<file path="config.mk">
export PLATFORM = sky130hd
export DESIGN_NAME = fetch_queue_stage
export DESIGN_NICKNAME = d
export VERILOG_FILES = /design/src/rtl/fetch_pkg.sv /design/src/rtl/fetch_fifo.sv /design/src/rtl/fetch_queue_stage.sv
export SDC_FILE = /design/constraint.sdc
export NUM_CORES = 1
export LEC_CHECK = 0
export BUFFER_PORTS_ARGS = -buffer_cell sky130_fd_sc_hd__buf_2
export CORE_AREA = 2 2 227 229
export CTS_BUF_LIST = sky130_fd_sc_hd__clkbuf_8 sky130_fd_sc_hd__clkbuf_16
export DETAILED_ROUTE_END_ITERATION = 10
export DIE_AREA = 0 0 229 231
export PLACE_DENSITY = 0.73
export SETUP_SLACK_MARGIN = 0.05
export SLEW_MARGIN = 20
export SYNTH_ARGS = -nofsm -noshare
export SYNTH_HDL_FRONTEND = slang
export SYNTH_SLANG_ARGS = --single-unit
export TNS_END_PERCENT = 10
</file>
<file path="constraint.sdc">
create_clock -name clk -period 3.4 [get_ports clk]
set_input_delay 0.68 -clock clk [delete_from_list [all_inputs] [get_ports clk]]
set_output_delay 0.68 -clock clk [all_outputs]
set_load 0.01 [all_outputs]
</file>
<file path="src/rtl/fetch_pkg.sv">
// Shared constants and types for the fetch queue stage.
package fetch_pkg;

    localparam logic [31:0] NOP_INSTR  = 32'h0000_0013;
    localparam int          FETCH_XLEN = 64;

    // Queue entry layout for the default 64-bit PC width; the stage packs {instr, pc} the same way.
    typedef struct packed {
        logic [31:0]           instr;
        logic [FETCH_XLEN-1:0] pc;
    } fetch_entry_t;

    // Width able to hold 0..depth for queued entries and in-flight credits.
    function automatic int fetch_cred_w(input int depth);
        return $clog2(depth) + 1;
    endfunction

endpackage

</file>
<file path="src/rtl/fetch_fifo.sv">
// Synchronous FIFO with flush; head data is read straight from the storage registers.
module fetch_fifo #(
    parameter int DEPTH = 4,
    parameter int WIDTH = 96
) (
    input  logic                     clk,
    input  logic                     rst,
    input  logic                     push,
    input  logic                     pop,
    input  logic                     flush,
    input  logic [WIDTH-1:0]         din,
    output logic [WIDTH-1:0]         dout,
    output logic [$clog2(DEPTH):0]   count
);
    localparam int AW = $clog2(DEPTH);
    localparam logic [AW:0] FULL = (AW+1)'(DEPTH);

    logic [WIDTH-1:0] mem_q [DEPTH];
    logic [WIDTH-1:0] mem_d [DEPTH];
    logic [AW-1:0]    wr_ptr_q, wr_ptr_d;
    logic [AW-1:0]    rd_ptr_q, rd_ptr_d;
    logic [AW:0]      count_q, count_d;
    logic             do_push, do_pop;

    always_comb begin
        do_pop   = pop && (count_q != '0) && !flush;
        // A push into a full queue is only legal when the head leaves in the same cycle.
        do_push  = push && !flush && ((count_q != FULL) || do_pop);
        mem_d    = mem_q;
        wr_ptr_d = wr_ptr_q;
        rd_ptr_d = rd_ptr_q;
        count_d  = count_q;
        if (flush) begin
            wr_ptr_d = '0;
            rd_ptr_d = '0;
            count_d  = '0;
        end else begin
            if (do_push) begin
                mem_d[wr_ptr_q] = din;
                wr_ptr_d        = wr_ptr_q + AW'(1);
            end
            if (do_pop) begin
                rd_ptr_d = rd_ptr_q + AW'(1);
            end
            count_d = count_q + (AW+1)'(do_push) - (AW+1)'(do_pop);
        end
    end

    always_ff @(posedge clk) begin
        if (rst) begin
            mem_q    <= '{default: '0};
            wr_ptr_q <= '0;
            rd_ptr_q <= '0;
            count_q  <= '0;
        end else begin
            mem_q    <= mem_d;
            wr_ptr_q <= wr_ptr_d;
            rd_ptr_q <= rd_ptr_d;
            count_q  <= count_d;
        end
    end

    assign dout  = mem_q[rd_ptr_q];
    assign count = count_q;

endmodule

</file>
<file path="src/rtl/fetch_queue_stage.sv">
// Fetch stage with a DEPTH-entry queue between a variable-latency in-order imem and decode.
// Optional performance counters are built when FETCH_PERF_CNT_EN is defined.
module fetch_queue_stage
    import fetch_pkg::*;
#(
    parameter int               XLEN     = 64,
    parameter int               DEPTH    = 4,
    parameter logic [XLEN-1:0]  RESET_PC = '0
) (
    input  logic              clk,
    input  logic              rst,
    input  logic              PCSrcD,
    input  logic              JalD,
    input  logic [XLEN-1:0]   PCTargetD,
    input  logic              StallD,
    output logic              imem_req_valid,
    input  logic              imem_req_ready,
    output logic [XLEN-1:0]   imem_req_addr,
    input  logic              imem_rsp_valid,
    input  logic [31:0]       imem_rsp_data,
    output logic              ValidD,
    output logic [31:0]       InstrD,
    output logic [XLEN-1:0]   PCD,
    output logic [XLEN-1:0]   PCPlus4D
`ifdef FETCH_PERF_CNT_EN
    ,
    output logic [31:0]       perf_redirect_cnt,
    output logic [31:0]       perf_bubble_cnt
`endif
);
    localparam int CW = fetch_cred_w(DEPTH);
    localparam int EW = 32 + XLEN;
    localparam logic [CW:0] CAP = (CW+1)'(DEPTH);

    logic [XLEN-1:0] pc_q, pc_d;
    logic [XLEN-1:0] resp_pc_q, resp_pc_d;
    logic [CW-1:0]   outstanding_q, outstanding_d;
    logic [CW-1:0]   drop_cnt_q, drop_cnt_d;

    logic            redirect, req_fire, rsp_ok;
    logic [CW:0]     in_use;
    logic [XLEN-1:0] target_aligned;
    logic            fifo_push, fifo_pop;
    logic [EW-1:0]   fifo_din, fifo_dout;
    logic [CW-1:0]   fifo_count;

    fetch_fifo #(
        .DEPTH (DEPTH),
        .WIDTH (EW)
    ) u_fifo (
        .clk   (clk),
        .rst   (rst),
        .push  (fifo_push),
        .pop   (fifo_pop),
        .flush (redirect),
        .din   (fifo_din),
        .dout  (fifo_dout),
        .count (fifo_count)
    );

    always_comb begin
        redirect       = PCSrcD | JalD;
        target_aligned = PCTargetD & ~XLEN'(3);
        in_use         = {1'b0, fifo_count} + {1'b0, outstanding_q};
        imem_req_valid = !rst && !redirect && (in_use < CAP);
        imem_req_addr  = pc_q;
        req_fire       = imem_req_valid && imem_req_ready;
        rsp_ok         = imem_rsp_valid && (outstanding_q != '0);

        pc_d          = pc_q;
        resp_pc_d     = resp_pc_q;
        drop_cnt_d    = drop_cnt_q;
        outstanding_d = outstanding_q + CW'(req_fire) - CW'(rsp_ok);
        fifo_push     = 1'b0;
        fifo_din      = {imem_rsp_data, resp_pc_q};
        fifo_pop      = ValidD && !StallD && !redirect;

        if (redirect) begin
            pc_d       = target_aligned;
            resp_pc_d  = target_aligned;
            // Responses already marked for dropping are a subset of outstanding, so every
            // fetch still in flight after this cycle becomes stale exactly once.
            drop_cnt_d = outstanding_q - CW'(rsp_ok);
        end else begin
            if (req_fire) begin
                pc_d = pc_q + XLEN'(4);
            end
            if (rsp_ok) begin
                if (drop_cnt_q != '0) begin
                    drop_cnt_d = drop_cnt_q - CW'(1);
                end else begin
                    fifo_push = 1'b1;
                    resp_pc_d = resp_pc_q + XLEN'(4);
                end
            end
        end
    end

    always_ff @(posedge clk) begin
        if (rst) begin
            pc_q          <= RESET_PC;
            resp_pc_q     <= RESET_PC;
            outstanding_q <= '0;
            drop_cnt_q    <= '0;
        end else begin
            pc_q          <= pc_d;
            resp_pc_q     <= resp_pc_d;
            outstanding_q <= outstanding_d;
            drop_cnt_q    <= drop_cnt_d;
        end
    end

    always_comb begin
        ValidD   = (fifo_count != '0);
        InstrD   = ValidD ? fifo_dout[EW-1:XLEN] : NOP_INSTR;
        PCD      = ValidD ? fifo_dout[XLEN-1:0] : '0;
        PCPlus4D = ValidD ? fifo_dout[XLEN-1:0] + XLEN'(4) : '0;
    end

    a_rsp_has_credit: assert property (@(posedge clk) disable iff (rst)
        imem_rsp_valid |-> (outstanding_q != '0));

`ifdef FETCH_PERF_CNT_EN
    logic [31:0] perf_redirect_q, perf_redirect_d;
    logic [31:0] perf_bubble_q, perf_bubble_d;

    always_comb begin
        perf_redirect_d = perf_redirect_q + 32'(redirect);
        perf_bubble_d   = perf_bubble_q + 32'(!ValidD);
    end

    always_ff @(posedge clk) begin
        if (rst) begin
            perf_redirect_q <= '0;
            perf_bubble_q   <= '0;
        end else begin
            perf_redirect_q <= perf_redirect_d;
            perf_bubble_q   <= perf_bubble_d;
        end
    end

    assign perf_redirect_cnt = perf_redirect_q;
    assign perf_bubble_cnt   = perf_bubble_q;
`endif

endmodule

</file>
==> flow_summary.json <==
{
  "status": "finished with violations",
  "violations": "negative setup slack",
  "grt_overflow": 0,
  "drt-initial-drc-count": 2094,
  "numPortBuffers": 320,
  "clock_sinks": 513,
  "die_h_um": 231,
  "mostFrequentLayoutCell": "nand2_1",
  "synth_area_leaders": "dfxtp_1, nand2_1, a21oi_1, mux4_2, clkbuf_1",
  "num_vias": 23300,
  "synth_ff_type": "dfxtp_1",
  "root_buffer": "clkbuf_16",
  "p_per_area_nw_per_um2": 447,
  "stdcell_count": 4111,
  "area_growth_pct": 21.7,
  "cts_buffer_depth": 3,
  "grt_max_degree": 189,
  "synthCells": 3076,
  "tightest_slew_ps": 886,
  "drc": 0,
  "fmax_mhz": 246,
  "crit_chain": "buf_12, buf_16, mux4_2, nand4_1, or2_0, buf_4, or4_4, or3_4, a21oi_2, buf_2",
  "yosysWarnings": 0,
  "routedWlPerCell_um": 18.8,
  "ir_drop_mv": 0.352,
  "ys_types": 60,
  "clkLatencyLatePin_ps": 600,
  "hpwl_um": 51500,
  "layout_common_cells": "nand2_1, dfxtp_1, a21oi_1",
  "synthesis.area_um2": 25000,
  "nFillCells": 4545,
  "path_buf_inv": 4,
  "core_um2": 50700,
  "fin_skew_ps": 17.2,
  "ys_seq_elements": 513,
  "post-route-cell-area_um2": 30400,
  "start_util_pct": 49.3,
  "rsz0062_at_grt": "yes",
  "cp_num_cells": 10,
  "cp-start-kind": "register",
  "grt_pass1_vias": 21800,
  "wl_um": 77100,
  "drive_above_1_share_pct": 22.9,
  "grt_pass1_wl_um": 120000,
  "holdBufCountCts": 0,
  "worst-r2r-cell-count": 9,
  "nets": 3511,
  "grt_use_total_pct": 28.2,
  "p_leak_nw": 11.2,
  "min_period_ps": 4070,
  "end_kind": "primary output",
  "period_share_pct": 120,
  "netlist.area_leader.share_pct": 41.1,
  "hp-class": "input pin to register",
  "cp_top_family": "simple AND/OR/NAND/NOR gates",
  "dpl_worst_slack_ps": -232,
  "dieArea_um2": 52900,
  "cp.arrival_ps": 3390,
  "die_w_um": 229,
  "critPathMaxFanout": 8,
  "slew_violations": 0,
  "path_class": "register to primary output",
  "dpl.cell_count": 3999,
  "drtPass1Iterations": 6,
  "rows": 83,
  "io_pins": 329,
  "clkSlewWorstSetupHoldPaths_ps": 60,
  "hold_violations": 0,
  "avgSynthCellArea_um2": 8.13,
  "htreeDepth": 2,
  "holdPathStages": 3,
  "setup_viol_count_final": 56,
  "antenna_left": 0,
  "seq_area_frac_synth_pct": 41.1,
  "maxCapViolCount": 0,
  "power_mw": 13.6,
  "placed_area_um2": 28000,
  "place_congestion": 0.943,
  "synth_edf_count": 0,
  "avgViaCountPerCell": 5.68,
  "layout_setup_ws_ps": -673,
  "cts_made_buffers": 53,
  "synth_top_area_cell": "dfxtp_1",
  "cts_tree": "done",
  "async_flop_share_pct": 0,
  "slowest_stage": "or4_4",
  "worstPathRequired_ps": 2720,
  "cpPeakStageDelay_ps": 560,
  "slew_headroom_pct": 40.9,
  "antenna_found_initial": 6
}
registers in the layout, indices dropped and copies added (netlist names):
signal           count
drop_cnt_q           3
outstanding_q        3
imem_req_addr       62
u_fifo.wr_ptr_q      2
u_fifo.rd_ptr_q      2
u_fifo.count         3
resp_pc_q           62
u_fifo.mem_q       376
final timing paths:
check / from / endpoint / slack, ps
setup / recovery: u_fifo.rd_ptr_q[0]$_SDFFE_PP0P_ / PCPlus4D[46] / -670
hold / removal: imem_rsp_data[19] / u_fifo.mem_q[371]$_SDFFE_PP0P_ / 360
setup reg to reg: u_fifo.count[2]$_SDFF_PP0_ / imem_req_addr[56]$_SDFFE_PP0P_ / 470
hold reg to reg: u_fifo.mem_q[360]$_SDFFE_PP0P_ / u_fifo.mem_q[360]$_SDFFE_PP0P_ / 450
per-stage QoR:
step           setup TNS, ps  hold slack [ps]  utilization, %
3_5_place_dp           -2840              443            55.2
6_report              -22850              357            60.0
5_1_grt               -29390              343            60.0
2_1_floorplan              0              432               -
4_1_cts               -23150              323            59.7
3_3_place_gp           -2610              438            55.2
per-layer routing:
metal | vias to the layer above | routed length [um] | GRT usage, % | share of wire (%)
met5 | - | 51 | 0 | 0.066
met1 | 11000 | 32100 | 38.4 | 42
met2 | 1000 | 35400 | 45.0 | 46
met3 | 141 | 7420 | 5.42 | 9.6
met4 | 8 | 2150 | 9.27 | 2.8
li1 | 11100 | - | - | -
timing repair:
action | in CTS | in global routing
endpoints found under the hold margin | 0 | 0
pin swaps | 37 | 21
resized for setup | 80 | 22
cloned | 1 | 0
endpoints found under the setup margin | 99 | 60
setup buffers | 9 | 5
cells in the mapped netlist, drive strengths merged, types with 11 or more instances:
cell	number
or4	11
xnor2	63
o21ai	30
nand4	69
xor2	72
and2	111
ha	17
buf	64
a31oi	17
inv	27
a21oi	498
mux4	93
nor2	89
or3	32
nor3	44
nand3	58
nand2	839
clkbuf	198
and3	36
or2	13
and4	41
dfxtp	513
nor4	22
o21bai	61
power by group:
group | internal [mW] | leakage (nW) | switching, mW
clock network | 3.56 | 0.936 | 2.44
registers | 6.19 | 4.17 | 0.279
logic | 0.456 | 6.06 | 0.677
area by class of cell:
class	instances	area, um2	share of cell area (%)
antenna	1	2.50	0.00822
clock buffer	68	1540	5.07
clock inverter	28	273	0.896
inverter	27	101	0.333
multi-input combinational	2279	13900	45.7
sequential	513	10300	33.8
tap	680	851	2.80
timing repair buffer	515	3460	11.4
logic make-up after synthesis:
| logic type | count (synthesis) | synth area share, % |
|---|---|---|
| simple gates | 1377 | 25.5 |
| compound gates | 631 | 13.6 |
| flops | 513 | 41.1 |
| buf+inv | 289 | 4.84 |
| xor+xnor | 135 | 4.73 |
| mux | 111 | 9.19 |
| fa+ha+maj | 19 | 1.01 |
| other cells | 1 | 0.0150 |
tightest hold or removal path, cell delays in order:
cell	delay (ps)
buf_2	120
nand2_1	50
a21oi_1	50
No activity file was read; power rests on OpenSTA's default activity.
